### config.mk
export PLATFORM = sky130hd
export DESIGN_NAME = pc_sequencer
export DESIGN_NICKNAME = d
export VERILOG_FILES = /design/src/rtl/pc_sequencer.sv
export SDC_FILE = /design/constraint.sdc
export NUM_CORES = 1
export LEC_CHECK = 0
export CAP_MARGIN = 5
export CORE_UTILIZATION = 40
export CTS_BUF_LIST = sky130_fd_sc_hd__clkbuf_16
export DETAILED_ROUTE_END_ITERATION = 8
export PLACE_DENSITY = 0.68
export SYNTH_ARGS = -nofsm -noshare
export SYNTH_HDL_FRONTEND = slang
export SYNTH_SLANG_ARGS = --single-unit
### constraint.sdc
create_clock -name clk -period 2.5 [get_ports clk]
set_input_delay 0.5 -clock clk [delete_from_list [all_inputs] [get_ports clk]]
set_output_delay 0.5 -clock clk [all_outputs]
set_load 0.005 [all_outputs]
### src/rtl/pc_sequencer.sv
// Program counter and condition-flag register for the GCD datapath processor.
// Turns the controller's next-PC select code into a registered fetch address, with fault and debug status.
module pc_sequencer #(
    parameter int                ADDR_W    = 8,
    parameter logic [ADDR_W-1:0] RESET_VEC = '0,
    parameter int                COUNT_W   = 16
) (
    input  logic               clk,
    input  logic               rst_n,
    input  logic [3:0]         sel,
    input  logic [ADDR_W-1:0]  branch_addr,
    input  logic               stall,
    input  logic               flag_we,
    input  logic               alu_zero,
    input  logic               alu_neg,
    output logic [ADDR_W-1:0]  pc,
    output logic               pc_valid,
    output logic               zero_flag,
    output logic               neg_flag,
    output logic               pc_wrap,
    output logic               fault,
    output logic [COUNT_W-1:0] instr_count
);

    typedef enum logic [1:0] {
        BOOT  = 2'd0,
        RUN   = 2'd1,
        FAULT = 2'd2
    } state_t;

    localparam logic [3:0] SEL_INC   = 4'd0;
    localparam logic [3:0] SEL_HOLD  = 4'd1;
    localparam logic [3:0] SEL_LOAD  = 4'd2;
    localparam logic [3:0] SEL_SRST  = 4'd3;

    state_t             state_q, state_d;
    logic [ADDR_W-1:0]  pc_q, pc_d;
    logic               valid_q, valid_d;
    logic               zero_q, zero_d;
    logic               neg_q, neg_d;
    logic               wrap_q, wrap_d;
    logic               fault_q, fault_d;
    logic [COUNT_W-1:0] cnt_q, cnt_d;
    logic [COUNT_W-1:0] cnt_sat;
    logic               soft_rst;

    // Retired count sticks at all-ones instead of wrapping.
    assign cnt_sat = (cnt_q == '1) ? cnt_q : cnt_q + 1'b1;

    always_comb begin
        state_d  = state_q;
        pc_d     = pc_q;
        valid_d  = valid_q;
        zero_d   = zero_q;
        neg_d    = neg_q;
        wrap_d   = 1'b0;
        fault_d  = fault_q;
        cnt_d    = cnt_q;
        soft_rst = 1'b0;

        if (state_q != BOOT && flag_we) begin
            zero_d = alu_zero;
            neg_d  = alu_neg;
        end

        case (state_q)
            BOOT: begin
                state_d = RUN;
                valid_d = 1'b1;
            end
            RUN: begin
                if (!stall) begin
                    case (sel)
                        SEL_INC: begin
                            pc_d   = pc_q + 1'b1;
                            wrap_d = (pc_q == '1);
                            cnt_d  = cnt_sat;
                        end
                        SEL_HOLD: ;
                        SEL_LOAD: begin
                            pc_d  = branch_addr;
                            cnt_d = cnt_sat;
                        end
                        SEL_SRST: soft_rst = 1'b1;
                        default: begin
                            fault_d = 1'b1;
                            valid_d = 1'b0;
                            state_d = FAULT;
                        end
                    endcase
                end
            end
            FAULT: begin
                if (!stall && sel == SEL_SRST) begin
                    soft_rst = 1'b1;
                    fault_d  = 1'b0;
                    valid_d  = 1'b1;
                    state_d  = RUN;
                end
            end
            default: state_d = BOOT;
        endcase

        // Soft reset overrides any flag write issued in the same cycle.
        if (soft_rst) begin
            pc_d   = RESET_VEC;
            cnt_d  = '0;
            zero_d = 1'b1;
            neg_d  = 1'b0;
        end
    end

    always_ff @(posedge clk) begin
        if (!rst_n) begin
            state_q <= BOOT;
            pc_q    <= RESET_VEC;
            valid_q <= 1'b0;
            zero_q  <= 1'b1;
            neg_q   <= 1'b0;
            wrap_q  <= 1'b0;
            fault_q <= 1'b0;
            cnt_q   <= '0;
        end else begin
            state_q <= state_d;
            pc_q    <= pc_d;
            valid_q <= valid_d;
            zero_q  <= zero_d;
            neg_q   <= neg_d;
            wrap_q  <= wrap_d;
            fault_q <= fault_d;
            cnt_q   <= cnt_d;
        end
    end

    assign pc          = pc_q;
    assign pc_valid    = valid_q;
    assign zero_flag   = zero_q;
    assign neg_flag    = neg_q;
    assign pc_wrap     = wrap_q;
    assign fault       = fault_q;
    assign instr_count = cnt_q;

endmodule

# Word level (Yosys, flattened, before mapping)

Index checks and enable logic that the tools add are counted.

Bits in registers: 31
Bits of input ports: 18
Output and inout port bits: 29
Logic and storage cells: 60

Add/sub/neg operators: 2
Equality and inequality tests: 10
Muxes and demuxes: 17
Bitwise operators: 5
Reduce and logical (&&, ||, !) cells: 18

Operators with widths:

| cell                  | number |
|---|---|
| $add 16x1->16 const B | 1 |
| $eq 16x16->1 const B  | 1 |
| $pmux 8 s2            | 1 |
| $reduce_and 4->1      | 3 |
| $mux 1                | 9 |
| $add 8x1->8 const B   | 1 |
| $eq 4x2->1 const B    | 2 |
| $eq 8x8->1 const B    | 1 |
| $reduce_or 4->1       | 2 |
| $mux 2                | 3 |
| $ne 2x2->1 const B    | 3 |
| $pmux 2 s3            | 1 |
| $reduce_and 3->1      | 2 |
| $reduce_bool 2->1     | 3 |
| $not 1->1             | 5 |
| $eq 4x1->1 const B    | 1 |
| $logic_not 4->1       | 1 |
| $pmux 1 s2            | 2 |
| $reduce_or 2->1       | 2 |
| $pmux 1 s3            | 1 |
| $reduce_bool 3->1     | 1 |
| $eq 2x1->1 const B    | 1 |
| $eq 2x2->1 const B    | 1 |
| $logic_and 1x1->1     | 2 |
| 2 further kinds       | 2 |

# Depth between registers and ports, before layout

Gate-level depths: netlist of run 1.

Depth after elaboration: 5
Gate-level depth with buffers: 8

# Worst setup path before layout of run 1

Ideal clock, no wire load.

Path kind: input-to-reg
Start point: in sel[3]
End point: reg cnt_q[6], in the netlist instr_count[6]
Library setup time: 0.129 ns
Data arrival time: 1.765 ns
Required time: 2.371 ns
Setup slack: 0.606 ns
Stages: 6
Path buffers: 2
Path through: or3b_4 -> o31a_1 -> clkbuf_1 -> buf_2 -> o311ai_0 -> nand2_1

Longest elaborated chain between the ends: 5

Ends and longest elaborated chain:

| what                                        | RTL line | text |
|---|---|---|
| start: declaration                          | 10       | `input logic [3:0] sel,` |
| $eq 4x2->1                                  | 73, 94   |  |
| $mux 1 or $logic_and 1x1->1 (tied branches) | 73, 94   |  |
| $mux 1 (on tied branches)                   | 72, 94   |  |
| $pmux 1 s2                                  | 66       | `case (state_q)` |
| $reduce_or 2->1 (no line)                   | n/a      |  |
| end signal: assignment                      | 131      | `cnt_q <= cnt_d;` |
| end: declaration                            | 43       | `logic [COUNT_W-1:0] cnt_q, cnt_d;` |

Parallel ways exist; a longest one is shown, timed or not.
A chain may end at the register's enable or synchronous reset.

# Worst setup path in the final report of run 1

Start point: in sel[3]
End point: reg state_q[0]

Longest elaborated chain between the ends: 4

Ends and longest elaborated chain:

| what                                                           | RTL line | text |
|---|---|---|
| $eq 4x2->1, or another cell as far along                       | 73, 94   |  |
| $reduce_or 4->1 (no line) or $logic_and 1x1->1 (tied branches) | n/a      |  |
| $ne 2x2->1 (no line)                                           | n/a      |  |
| $reduce_and 3->1 (no line) (*)                                 | n/a      |  |
| end signal: assignment                                         | 124      | `state_q <= state_d;` |
| end: declaration                                               | 36       | `state_t state_q, state_d;` |

Every way passes the cells marked *; elsewhere a longest branch is shown, timed or not.

==> results of run 1 <==
## power groups by stage
stage                     Clock, W  Sequential, W  Combinational [W]
final                     0.000688       0.000520           0.000174
after global routing      0.000714       0.000523           0.000193
after CTS                 0.000700       0.000520           0.000175
after detailed placement         0       0.000531           0.000174
after global placement           0       0.000530           0.000174
after floorplan                  0       0.000530          0.0000910
## kinds of logic (layout without fill, tap and decap cells)
logic type,after synthesis,count (layout)
compound gates,56,56
buf+inv,15,70
simple gates,99,99
fa+ha+maj,6,6
mux,10,10
flops,31,31
## cell type report
type | count | area [um^2] | area share (%)
clock buffer | 5 | 125 | 4.99
clock inverter | 3 | 38.8 | 1.55
inverter | 8 | 30.0 | 1.20
multi-input combinational | 171 | 1080 | 43.3
sequential | 31 | 621 | 24.8
tap | 50 | 62.6 | 2.50
timing repair buffer | 54 | 546 | 21.8
## per-layer routing
metal  part of all wire [%]  wire length, um  vias up
li1                       -                -      933
met1                     49             2250      875
met2                     45             2060       35
met3                    3.9              179        8
met4                    1.9               89        0
met5                      0                0        -
## Yosys cell counts (2+ instances only)
cell type	number	area, um^2
dfxtp_1	31	621
nand2_1	27	101
o21ai_0	17	85.1
a21oi_1	16	80.1
nand3_1	11	55.1
mux2i_1	10	100
nand4_1	9	56.3
inv_1	8	30.0
nand2b_1	8	50.1
nor2_1	8	30.0
clkbuf_1	6	22.5
ha_1	6	75.1
nor3_1	6	30.0
nor4_1	6	37.5
a211oi_1	5	37.5
and3_1	4	25.0
or4_1	4	30.0
a2111o_1	3	33.8
and4_1	3	26.3
o31a_1	3	26.3
a311oi_1	2	17.5
and2_1	2	12.5
nor2b_1	2	12.5
o31ai_1	2	15.0
or3_1	2	12.5
## metrics by stage
step / hold slack (ns) / instances / total power, W
after detailed placement: 0.470 / 314 / 0.000705
after global placement: 0.457 / 314 / 0.000704
after floorplan: 0.466 / 217 / 0.000621
final: 0.476 / 322 / 0.00138
after CTS: 0.483 / 322 / 0.00139
after global routing: 0.523 / 322 / 0.00143
## sequential cells by signal, indices dropped and copies added, names as in the netlist
| signal | cells |
|---|---|
| pc | 8 |
| fault | 1 |
| zero_flag | 1 |
| instr_count | 16 |
| pc_valid | 1 |
| state_q | 2 |
| pc_wrap | 1 |
| neg_flag | 1 |
## final timing paths
path / from / to / slack [ns] / depth (start not counted)
min: zero_flag / zero_flag / 0.48 / 2
max reg2reg: state_q[1] / instr_count[11] / 0.56 / 6
max: sel[3] / state_q[0] / 0.33 / 5
min reg2reg: zero_flag / zero_flag / 0.48 / 2
## worst max-delay path, stage by stage
cell and delay [ns]:
clkdlybuf4s50_1 0.51, or3b_4 0.48, o31a_1 0.26, or4_1 0.49, a21oi_1 0.14
==> results.ini, run 1 <==
[cts]
path_clk_slew_ns = 0.05
cts_made_buffers = 5
clock-root-buffer = clkbuf_16
postCtsSetupRepairBufs = 0
cts.sinks = 31
clock_latency_ns = 0.28
cts_hold_buf = 0
cts.repair.resized = 0
tritoncts = done
htree_levels = 2
max-clock-path-buffers = 2

[floorplanning]
die_w_um = 68.4
initial_core_util_pct = 42.8
die_y_um = 68.4
fp.dieArea_um2 = 4680
coreArea_um2 = 4120
core.rowCount = 23
ioPinCount = 47

[run]
maxCapViolCount = 0

[drt]
detail_route.iter0.violations = 123
detail_route.vias_per_cell = 5.75
drc_errors = 0
antenna_left = 0
dr_total_vias = 1851
routed_wl_mm = 4.58
wl_per_cell_um = 14.2
first_pass_iters = 4

[power]
power_density_nw_per_um2 = 551
sw_frac_of_total_pct = 22.9
seqPwrFrac_pct = 37.6
clockPowerShare_pct = 49.8
net-switching-power_w = 0.000316
intPower_w = 0.00107
comb_power_share_pct = 12.6
max-vdd-ir-drop_mv = 0.297
p_leak_nw = 0.846

[global_routing]
grt_max_degree = 18
grt-ovfl-total = 0
antenna_found_initial = 0
grt_util_met2_pct = 31.7
grt_pass1_wl_mm = 7.32
grt_util_met1_pct = 29.1
grt_usage_pct = 21.4
met3_usage_pct = 5.00
grt_pass1_vias = 1561
busiest_layer = met2

[sta]
worstMarginPinSlew_ns = 0.639
rsz0062_at_grt = false
period_needed_ns = 2.17
skew_ns = 0.00412
finalSetupViolCount = 0
setup_ws_ns = 0.333
post-route-period-util_pct = 86.7
max_freq_mhz = 461
finalMaxSlewViolations = 0
fin_setup_tns_ns = 0
relSlewSlack_pct = 57.1
hold_viol = 0

[finish]
nets = 295
fillers = 375
area_growth_pct = 42.2
finalInstanceArea_um2 = 2510
layout_commonest_cell = clkdlybuf4s50_1
drive_above_1_share_pct = 7.72
diodes = 0
postLayoutCoreUtil_pct = 60.9
mostFrequentLayoutCells = 46 x clkdlybuf4s50_1, 31 x dfxtp_1, 27 x nand2_1

[synth]
synth_top_family_by_area = simple AND/OR/NAND/NOR gates
synth_cell_types = 41
synth_edf_count = 0
synthMuxAreaShare_pct = 5.68
syn_area_per_cell_um2 = 8.12
yosysSeqAreaShare_pct = 35.2
ys_ff_latch = 31
synth-async-reset-ratio_pct = 0
ys.flop_type = dfxtp_1
yosys.area_share.simple_pct = 30.7
synth_fp_nets = 241
yosysWarnings = 0
synth-xor-area-share_pct = 0
synth_compound_area_share_pct = 20.9
synthAdderAreaFrac_pct = 4.26
syn_area_um2 = 1760
synthCells = 217

[status]
outcome = finished, final reports clean

[place]
portBuffers = 46
hpwl_mm = 3.34
dp_slack_ns = 0.0472
gp_congestion = 0.850
placed_area_um2 = 2340

[setup_path]
cp-end-kind = flop
cp_data_arrival_time_ns = 2.38
crit_fanout = 6
required_ns = 2.71
cp-start-kind = primary input
critPathKind = primary input to flop

[worst_hold_path]
hp-class = flop to flop

No activity file was read; power rests on OpenSTA's default activity.
==> inputs of run 2 (changes only) <==
--- a/config.mk
+++ b/config.mk
@@ -5,7 +5,10 @@
 export SDC_FILE = /design/constraint.sdc
 export NUM_CORES = 1
 export LEC_CHECK = 0
+export ABC_CLOCK_PERIOD_IN_PS = 2500
 export CAP_MARGIN = 5
+export CORE_ASPECT_RATIO = 0.9
+export CORE_MARGIN = 1.5
 export CORE_UTILIZATION = 40
 export CTS_BUF_LIST = sky130_fd_sc_hd__clkbuf_16
 export DETAILED_ROUTE_END_ITERATION = 8
==> run 2 against run 1 <==
Against the previous run: register-to-register slack about the same; sequential cell count unchanged; routed wire length down 1.5%; critical path type unchanged; largest power group unchanged.
==> results.ini, run 2 (synthesized netlist as in run 1, its figures left out) <==
[finish]
layout_commonest_cell = clkdlybuf4s50_1
nets = 298  ; +1.0%
mostFrequentLayoutCells = 46 x clkdlybuf4s50_1, 31 x dfxtp_1, 27 x nand2_1
fillers = 387  ; +3.2%
register_area_um2 = 621  ; unchanged
area_growth_pct = 41.9
fin_cells = 335  ; +4.0%
diodes = 0  ; unchanged
drive_above_1_share_pct = 8.00  ; +0.28 points
largest_reg_flops = 16  ; unchanged
multiInputGateArea_um2 = 1080  ; unchanged

[setup_path]
r2r-start = state_q[1]
r2r_end = instr_count[11]
reg2reg_depth = 6  ; unchanged
critPathKind = primary input to flop
crit_fanout = 6  ; unchanged
cp-start-kind = primary input
r2r_setup_slack_ns = 0.56  ; about the same
startpoint = sel[3]
cp_data_arrival_time_ns = 2.35  ; -0.03 ns
required_ns = 2.70  ; about the same
cp-end-kind = flop
crit_path_end = state_q[0]

[drt]
routed_wl_mm = 4.51  ; -1.5%
wl_met1_mm = 2.22  ; -1.3%
detail_route.vias_per_cell = 5.54  ; -3.6%
antenna_left = 0  ; unchanged
detail_route.iter0.violations = 102  ; -17%
drc_errors = 0  ; unchanged
wl_met2_mm = 2.08  ; +0.68%
highest_layer = met4
wl_per_cell_um = 13.5  ; -5.3%
first_pass_iters = 4  ; unchanged
dr_wl_met3_um = 187  ; +4.5%
dr_total_vias = 1857  ; +0.32%

[cts]
cts.repair.resized = 0  ; unchanged
cts_made_buffers = 5  ; unchanged
path_clk_slew_ns = 0.05  ; about the same
cts_hold_buf = 0  ; unchanged
cts.sinks = 31  ; unchanged
htree_levels = 2  ; unchanged
clock-root-buffer = clkbuf_16
tritoncts = done
max-clock-path-buffers = 2  ; unchanged
clock_latency_ns = 0.27  ; about the same
postCtsSetupRepairBufs = 0  ; unchanged

[power]
max-vdd-ir-drop_mv = 0.375  ; +26%
p_leak_nw = 0.845  ; -0.16%
power_density_nw_per_um2 = 499  ; -9.4%

[sta]
setup_ws_ns = 0.353  ; +0.0200 ns
finalSetupViolCount = 0  ; unchanged
skew_ns = 0.00416  ; +0.0000418 ns
relSlewSlack_pct = 53.8  ; -3.3 points
rsz0062_at_grt = false
max_freq_mhz = 466  ; +0.93%
fin_setup_tns_ns = 0  ; unchanged
finalMaxSlewViolations = 0  ; unchanged
worstMarginPinSlew_ns = 0.687  ; +0.0489 ns
post-route-period-util_pct = 85.9  ; -0.80 points
period_needed_ns = 2.15  ; -0.0200 ns
hold_viol = 0  ; unchanged

[floorplanning]
die_w_um = 73.0  ; +6.7%
coreArea_um2 = 4160  ; +1.0%
initial_core_util_pct = 42.4  ; -0.43 points
core.rowCount = 22  ; -4.3%
ioPinCount = 47  ; unchanged
fp.dieArea_um2 = 4820  ; +3.0%
die_y_um = 66.0  ; -3.5%

[place]
hpwl_mm = 3.36  ; +0.54%
dp_slack_ns = 0.0936  ; +0.0464 ns
portBuffers = 46  ; unchanged
dp.cells = 327  ; +4.1%
gp_congestion = 0.830  ; -2.4%

[status]
outcome = finished, final reports clean

[global_routing]
grt_usage_pct = 19.1  ; -2.3 points
grt_pass1_vias = 1563  ; +0.13%
grt-ovfl-total = 0  ; unchanged
antenna_found_initial = 0  ; unchanged
grt_pass1_wl_mm = 7.29  ; -0.37%
grt_max_degree = 18  ; unchanged

[worst_hold_path]
hp-class = flop to flop

[run]
maxCapViolCount = 0  ; unchanged

run 2: changes by cell type in the layout (fill, tap and decap cells not counted), sizes merged:
cell,previous run,this run
buf,8,11
bufinv,1,0
inv,8,9
run 2: per-stage QoR:
| stage | util [%] | area (um^2) | power, W | hold slack, ns |
|---|---|---|---|---|
| after floorplan | - | 1760 | 0.000621 | 0.466 |
| after global placement | 56.9 | 2370 | 0.000705 | 0.458 |
| after detailed placement | 56.9 | 2370 | 0.000708 | 0.477 |
| after CTS | 60.2 | 2500 | 0.00126 | 0.485 |
| after global routing | 60.2 | 2500 | 0.00131 | 0.502 |
| final | 60.2 | 2500 | 0.00125 | 0.484 |
run 2: critical path: stages:
cell             delay, ns
clkdlybuf4s50_1       0.47
or3b_4                0.47
o31a_1                0.26
or4_1                 0.50
a21oi_1               0.14
run 2: routing by layer:
| layer | vias to the layer above | GRT usage, % |
|---|---|---|
| li1 | 938 | - |
| met1 | 872 | 27.1 |
| met2 | 45 | 29.9 |
| met3 | 2 | 3.20 |
| met4 | 0 | 4.95 |
| met5 | - | 0 |
run 2: power breakdown:
| group | total [W] | switching [W] | leakage, nW | internal (W) |
|---|---|---|---|---|
| combinational | 0.000176 | 0.0000821 | 0.524 | 0.0000938 |
| clock | 0.000553 | 0.000196 | 0.0701 | 0.000357 |
| sequential | 0.000521 | 0.0000114 | 0.251 | 0.000510 |
run 2: area by class of cell:
type / count / area share, %
Inverter: 8 / 1.20
Sequential cell: 31 / 24.8
Multi-Input combinational cell: 171 / 43.3
Timing Repair Buffer: 57 / 22.2
Clock inverter: 3 / 0.450
Tap cell: 60 / 3.00
Clock buffer: 5 / 5.00
run 2: how the worst min path moves through the flow:
stage                    start              end  slack, ns  cells past startpoint
6_report       instr_count[15]  instr_count[15]       0.48                      2
5_1_grt              zero_flag        zero_flag       0.50                      2
3_3_place_gp         zero_flag        zero_flag       0.46                      2
3_5_place_dp   instr_count[15]  instr_count[15]       0.48                      2
4_1_cts        instr_count[15]  instr_count[15]       0.48                      2
2_1_floorplan        zero_flag        zero_flag       0.47                      2
